$ cat src/rtl/mips_mem_arbiter.sv
// Round-robin arbiter sharing one Avalon-style memory between instruction-fetch and data ports.
// Latency: grant one cycle after request, strobes combinational from owner; backpressure: owner sees mem_waitrequest, loser held at waitrequest=1.
module mips_mem_arbiter #(
    parameter int TIMEOUT_CYCLES = 1023,
    parameter int CNT_W          = 10
) (
    input  logic        clk,
    input  logic        rst_n,
    input  logic [31:0] i_address,
    input  logic        i_read,
    output logic        i_waitrequest,
    output logic [31:0] i_readdata,
    input  logic [31:0] d_address,
    input  logic        d_read,
    input  logic        d_write,
    input  logic [3:0]  d_byteenable,
    input  logic [31:0] d_writedata,
    output logic        d_waitrequest,
    output logic [31:0] d_readdata,
    output logic [31:0] mem_address,
    output logic        mem_read,
    output logic        mem_write,
    output logic [3:0]  mem_byteenable,
    output logic [31:0] mem_writedata,
    input  logic        mem_waitrequest,
    input  logic [31:0] mem_readdata,
    output logic        timeout_err,
    output logic        proto_err
);

    typedef enum logic [1:0] {IDLE, BUSY_I, BUSY_D} state_t;

    localparam logic [CNT_W-1:0] TIMEOUT_VAL  = CNT_W'(TIMEOUT_CYCLES);
    localparam logic [31:0]      TIMEOUT_DATA = 32'hDEADBEEF;

    state_t           state_q, state_d;
    logic             last_grant_q, last_grant_d;   // 1 = data port owned the last transaction
    logic [CNT_W-1:0] cnt_q, cnt_d;
    logic             timeout_err_q, timeout_err_d;
    logic             proto_err_q, proto_err_d;
    logic             d_req;
    logic             grant_d;

    assign d_req       = d_read | d_write;
    assign timeout_err = timeout_err_q;
    assign proto_err   = proto_err_q;

    always_comb begin
        state_d        = state_q;
        last_grant_d   = last_grant_q;
        cnt_d          = cnt_q;
        timeout_err_d  = timeout_err_q;
        proto_err_d    = proto_err_q;
        grant_d        = 1'b0;
        mem_address    = 32'h0;
        mem_read       = 1'b0;
        mem_write      = 1'b0;
        mem_byteenable = 4'h0;
        mem_writedata  = 32'h0;
        i_waitrequest  = 1'b1;
        d_waitrequest  = 1'b1;
        i_readdata     = mem_readdata;
        d_readdata     = mem_readdata;

        case (state_q)
            IDLE: begin
                cnt_d   = '0;
                // On a tie the port that did not win last time takes the bus.
                grant_d = d_req && (!i_read || !last_grant_q);
                if (grant_d) begin
                    state_d      = BUSY_D;
                    last_grant_d = 1'b1;
                    if (d_read && d_write) begin
                        proto_err_d = 1'b1;
                    end
                end else if (i_read) begin
                    state_d      = BUSY_I;
                    last_grant_d = 1'b0;
                end
            end

            BUSY_I: begin
                mem_address    = i_address;
                mem_read       = i_read;
                mem_byteenable = 4'hF;
                if (i_read && mem_waitrequest && cnt_q == TIMEOUT_VAL) begin
                    mem_read      = 1'b0;
                    i_waitrequest = 1'b0;
                    i_readdata    = TIMEOUT_DATA;
                    timeout_err_d = 1'b1;
                    state_d       = IDLE;
                end else begin
                    i_waitrequest = mem_waitrequest;
                    if (!i_read || !mem_waitrequest) begin
                        state_d = IDLE;
                    end else begin
                        cnt_d = cnt_q + 1'b1;
                    end
                end
            end

            BUSY_D: begin
                mem_address    = d_address;
                mem_read       = d_read && !d_write;   // simultaneous read+write forwards the write only
                mem_write      = d_write;
                mem_byteenable = d_byteenable;
                mem_writedata  = d_writedata;
                if (d_req && mem_waitrequest && cnt_q == TIMEOUT_VAL) begin
                    mem_read      = 1'b0;
                    mem_write     = 1'b0;
                    d_waitrequest = 1'b0;
                    d_readdata    = TIMEOUT_DATA;
                    timeout_err_d = 1'b1;
                    state_d       = IDLE;
                end else begin
                    d_waitrequest = mem_waitrequest;
                    if (!d_req || !mem_waitrequest) begin
                        state_d = IDLE;
                    end else begin
                        cnt_d = cnt_q + 1'b1;
                    end
                end
            end

            default: begin
                state_d = IDLE;
            end
        endcase
    end

    always_ff @(posedge clk or negedge rst_n) begin
        if (!rst_n) begin
            state_q       <= IDLE;
            last_grant_q  <= 1'b0;
            cnt_q         <= '0;
            timeout_err_q <= 1'b0;
            proto_err_q   <= 1'b0;
        end else begin
            state_q       <= state_d;
            last_grant_q  <= last_grant_d;
            cnt_q         <= cnt_d;
            timeout_err_q <= timeout_err_d;
            proto_err_q   <= proto_err_d;
        end
    end

endmodule

$ cat config.mk
export PLATFORM = sky130hd
export DESIGN_NAME = mips_mem_arbiter
export DESIGN_NICKNAME = d
export VERILOG_FILES = /design/src/rtl/mips_mem_arbiter.sv
export SDC_FILE = /design/constraint.sdc
export NUM_CORES = 1
export LEC_CHECK = 0
export CAP_MARGIN = 30
export CELL_PAD_IN_SITES_DETAIL_PLACEMENT = 2
export CELL_PAD_IN_SITES_GLOBAL_PLACEMENT = 2
export CORE_MARGIN = 2
export CORE_UTILIZATION = 12
export CTS_CLUSTER_SIZE = 24
export DETAILED_ROUTE_END_ITERATION = 8
export PLACE_DENSITY = 0.85
export SLEW_MARGIN = 25
export SYNTH_ARGS = -nofsm -noshare
export SYNTH_HDL_FRONTEND = slang
export SYNTH_SLANG_ARGS = --single-unit
$ cat constraint.sdc
create_clock -name clk -period 5.2 [get_ports clk]
set_clock_uncertainty 0.2 [all_clocks]
set_input_delay 1.04 -clock clk [delete_from_list [all_inputs] [get_ports clk]]
set_output_delay 1.04 -clock clk [all_outputs]
set_load 0.005 [all_outputs]
# == Word level (Yosys, flattened, before mapping) ==
# Cells that the tools add are included.
# totals
ff_bits,15
# classes
n_addsub,1
n_eq_ne,12
n_mux,33
n_bitwise,1
reduce_logical,24
# ops
cell,n
$mux 32,5
$pmux 32 s2,1
$mux 10,4
$pmux 10 s3,1
$mux 1,12
$mux 2,6
$ne 2x2->1 const B,6
$add 10x1->10 const B,1
$eq 10x10->1 const B,1
$ne 3x3->1 const B,3
$reduce_and 3->1,3
$pmux 4 s2,1
$logic_and 1x1->1,7
$pmux 2 s3,1
$logic_not 1->1,5
$reduce_and 5->1,1
$pmux 1 s2,2
$reduce_bool 2->1,2
$logic_or 1x1->1,3
$reduce_bool 3->1,1
$eq 2x1->1 const B,1
$eq 2x2->1 const B,1
$logic_not 2->1,1
$reduce_and 2->1,1
$or 1x1->1,1

# == Longest topological paths before layout ==
# depth
depth_word,6
ltp_mapped,8
depth_no_buf,6

# == Worst setup path after synthesis ==
# OpenSTA, ideal clock, no wires.
# synth_path
path_type,input port to output port
startpoint,input mem_waitrequest
endpoint,output d_readdata[17]
arrival_ns,1.815
required_ns,3.960
setup_slack_ns,2.145
cell_stages,4
path_cell_list,nand4_1 > nor2_1 > clkbuf_1 > and2b_1
# synth_between
elab_chain_cells,4
# synth_rtl
element,line,rtl
start: declaration,25,"input logic mem_waitrequest,"
$logic_and 1x1->1 (2 in series),108,if (d_req && mem_waitrequest && cnt_q == TIMEOUT_VAL) begin
$mux 32,108,
$mux 32,65,case (state_q)
end: declaration,19,"output logic [31:0] d_readdata,"
# Every way passes these cells.

# == Worst setup path in the final report ==
# layout_path
startpoint,input mem_waitrequest
endpoint,output d_readdata[26]
# The elaborated chain is that of the path after synthesis.

==> run metrics <==
CTS tree=built; CTS HTree Levels=1; setup TNS=0 ns; Post-synth top flop=dfrtp_1; CP Data Required Time=3.96 ns; Seq/Total Area, Yosys=17.12%; number of fill cells=roughly 2100; Final Max Slew Viols=0; # DRC=0; Hold Violations, Final=0; most common cell after layout, fill and taps aside=clkdlybuf4s50_1; layout cells sized above 1=12.54%; CTS Hold Bufs=0; DPL Wire Length=11550 um; cell count after synthesis=299; Worst-path clk slew=0.05 ns; sequential fraction of design power=10.3%; crit path DAT=2.99 ns; max frequency=roughly 240 MHz; switching share of power=between 30% and 40%; Die Area=19360 um^2; met2 Usage GRT=28.29%; Placed Cells=782; Worst Hold Class=reg -> reg; WL/cell=around 18 um; routability cong.=0.8115; Max Cap Viol=0; chip height=139.2 um; Synth Register Bits=15; CTS Buffer Depth=2; Fin Hold WS=0.2666 ns; cts repair resizes=0; cts bufs inserted=3; Util after Layout=29.32%; Finished Layout Cells=787; Place WS=0.9626 ns; multi-input logic area=1685 um^2; Reg area=375.4 um^2; initial antenna violation count=0; Peak VDD IR=0.1567 mV; drt via density=4.172; worst setup path class=in -> out; Starting Density=12.20%; GRT Overall Usage=a little over an eighth; mean post-synth cell area=7.331 um^2; ANT nets after route=0; EDFF count, synth=0; Clk pwr share=a little under a tenth; Skew-Pair Late Insertion Delay=0.24 ns; PnR worst setup slack=just under 1 ns; WL final=13980 um; Yosys warnings=0; part of the cycle the worst path needs=81.29%; Pre-antenna DRT Iters=4; clock net sink count=15; DIE WIDTH=139.2 um; aggregate global routing overflow=0; Post-CTS Setup Bufs=0; final setup vio count=0; number of inserted diodes=0; Cell Area, Synth=2192 um^2; routed vias=3283; outcome=complete, no violations; RSZ-0062 raised after global routing=no; Power Density=301.3 nW/um^2; vias in the first global route=3680; synthesis-to-finish area growth=140.2%; combinational share of power=80.4%; FFs w/ async S/R, synth=between 90% and 100%; I/O Buffers=275; I/O Pins=between 200 and 300; switching pwr=0.0006230 W; 1st-iter DRT viols=a little over 90; Syn Nets=442; Yosys cell types=44; GRT met3 Usage=1.174%; first-pass GRT wire length=21710 um; Slew @ Worst Pin=0.7320 ns; largest net degree at the start of global routing=54; CP max FO=33; routing usage on met1=about 15%; clock root buffer=clkbuf_16; Core Footprint=17960 um^2; highest-count cells in the layout ignoring fill and taps=275 x clkdlybuf4s50_1, 49 x or2_2, 44 x nor2b_1; grt peak-use layer=met2; row cnt=49; Leakage=1.997 nW; crit end category=output port; minimum clock period=roughly 4.2 ns; fin nets=702; Internal=around 0.00096 W; CP Launch Type=input pin; Slew HR=51.05%
==> power groups by stage <==
stage | Clock [W] | Combinational (W) | Sequential (W)
global placement | 0 | 0.00122 | 0.000161
floorplan | 0 | 0.000602 | 0.000154
finish | 0.000149 | 0.00128 | 0.000163
detailed placement | 0 | 0.00128 | 0.000164
global route | 0.000159 | 0.00138 | 0.000166
CTS | 0.000153 | 0.00128 | 0.000163
==> synth_stat cells (3+ instances only) <==
library cell  instances  area share (%)
a21o_1                3             1.0
a21oi_1               8             1.8
a22o_2                4             1.8
a22oi_1              33              11
and2_1               33             9.4
and2b_1               9             3.1
and3_1                5             1.4
clkbuf_1             21             3.6
dfrtp_1              15              17
ha_1                  5             2.9
inv_1                 6             1.0
nand2_1               8             1.4
nand3_1               4            0.91
nand4_1               4             1.1
nor2_1                5            0.86
nor2b_1              44              13
o21ai_0               9             2.1
or2_2                49              14
==> sequential cells by signal, indices dropped and copies added, names as in the netlist <==
name and count:
cnt_q 10, last_grant_q 1, proto_err 1, state_q 2
timeout_err 1
==> layout make-up <==
| cell class | instances | area share [%] |
|---|---|---|
| Multi-Input combinational cell | 252 | 32.00 |
| Sequential cell | 15 | 7.128 |
| Timing Repair Buffer | 281 | 53.50 |
| Tap cell | 229 | 5.441 |
| Clock buffer | 4 | 1.497 |
| Inverter | 6 | 0.4277 |
==> stage by stage <==
stage           power, W  cell area [um^2]
2_1_floorplan  0.0007556              2192
3_3_place_gp    0.001377              5157
3_5_place_dp    0.001440              5160
4_1_cts         0.001597              5239
5_1_grt         0.001709              5266
6_report        0.001587              5266
==> worst max-delay path, cell delays in order <==
cell	delay (ns)
clkdlybuf4s50_1	0.58
nand4_1	0.22
nor2_1	0.14
buf_4	0.29
or2_2	0.16
clkdlybuf4s50_1	0.55
==> path summary, 6_finish.rpt <==
kind | start | endpoint | slack (ns) | cells past startpoint
worst max-delay path | mem_waitrequest | d_readdata[26] | 0.97 | 6
worst min-delay path | timeout_err | timeout_err | 0.27 | 1
worst max register to register | state_q[1] | cnt_q[0] | 2.29 | 6
worst min register to register | timeout_err | timeout_err | 0.27 | 1
max in group asynchronous | rst_n | state_q[1] | 3.30 | 1
min in group asynchronous | rst_n | cnt_q[1] | 1.04 | 1
==> kinds of logic (layout without fill, tap and decap cells) <==
logic type | count (synthesis) | count (layout) | share of synthesized area (%)
AND/OR/NAND/NOR | 171 | 171 | 48.23
AO/OA/AOI/OAI | 74 | 74 | 24.60
buffers and inverters | 32 | 291 | 6.221
flip-flops | 15 | 15 | 17.12
adder cells (fa/ha/maj) | 5 | 5 | 2.854
multiplexers | 2 | 2 | 0.9703
==> layer usage <==
metal	vias up	wire length [um]	part of all wire (%)
li1	1556	-	-
met1	1602	5327	38
met2	113	7973	57
met3	12	508	3.6
met4	0	170	1.2
met5	-	0	0
Power figures use the tool's default switching activity.
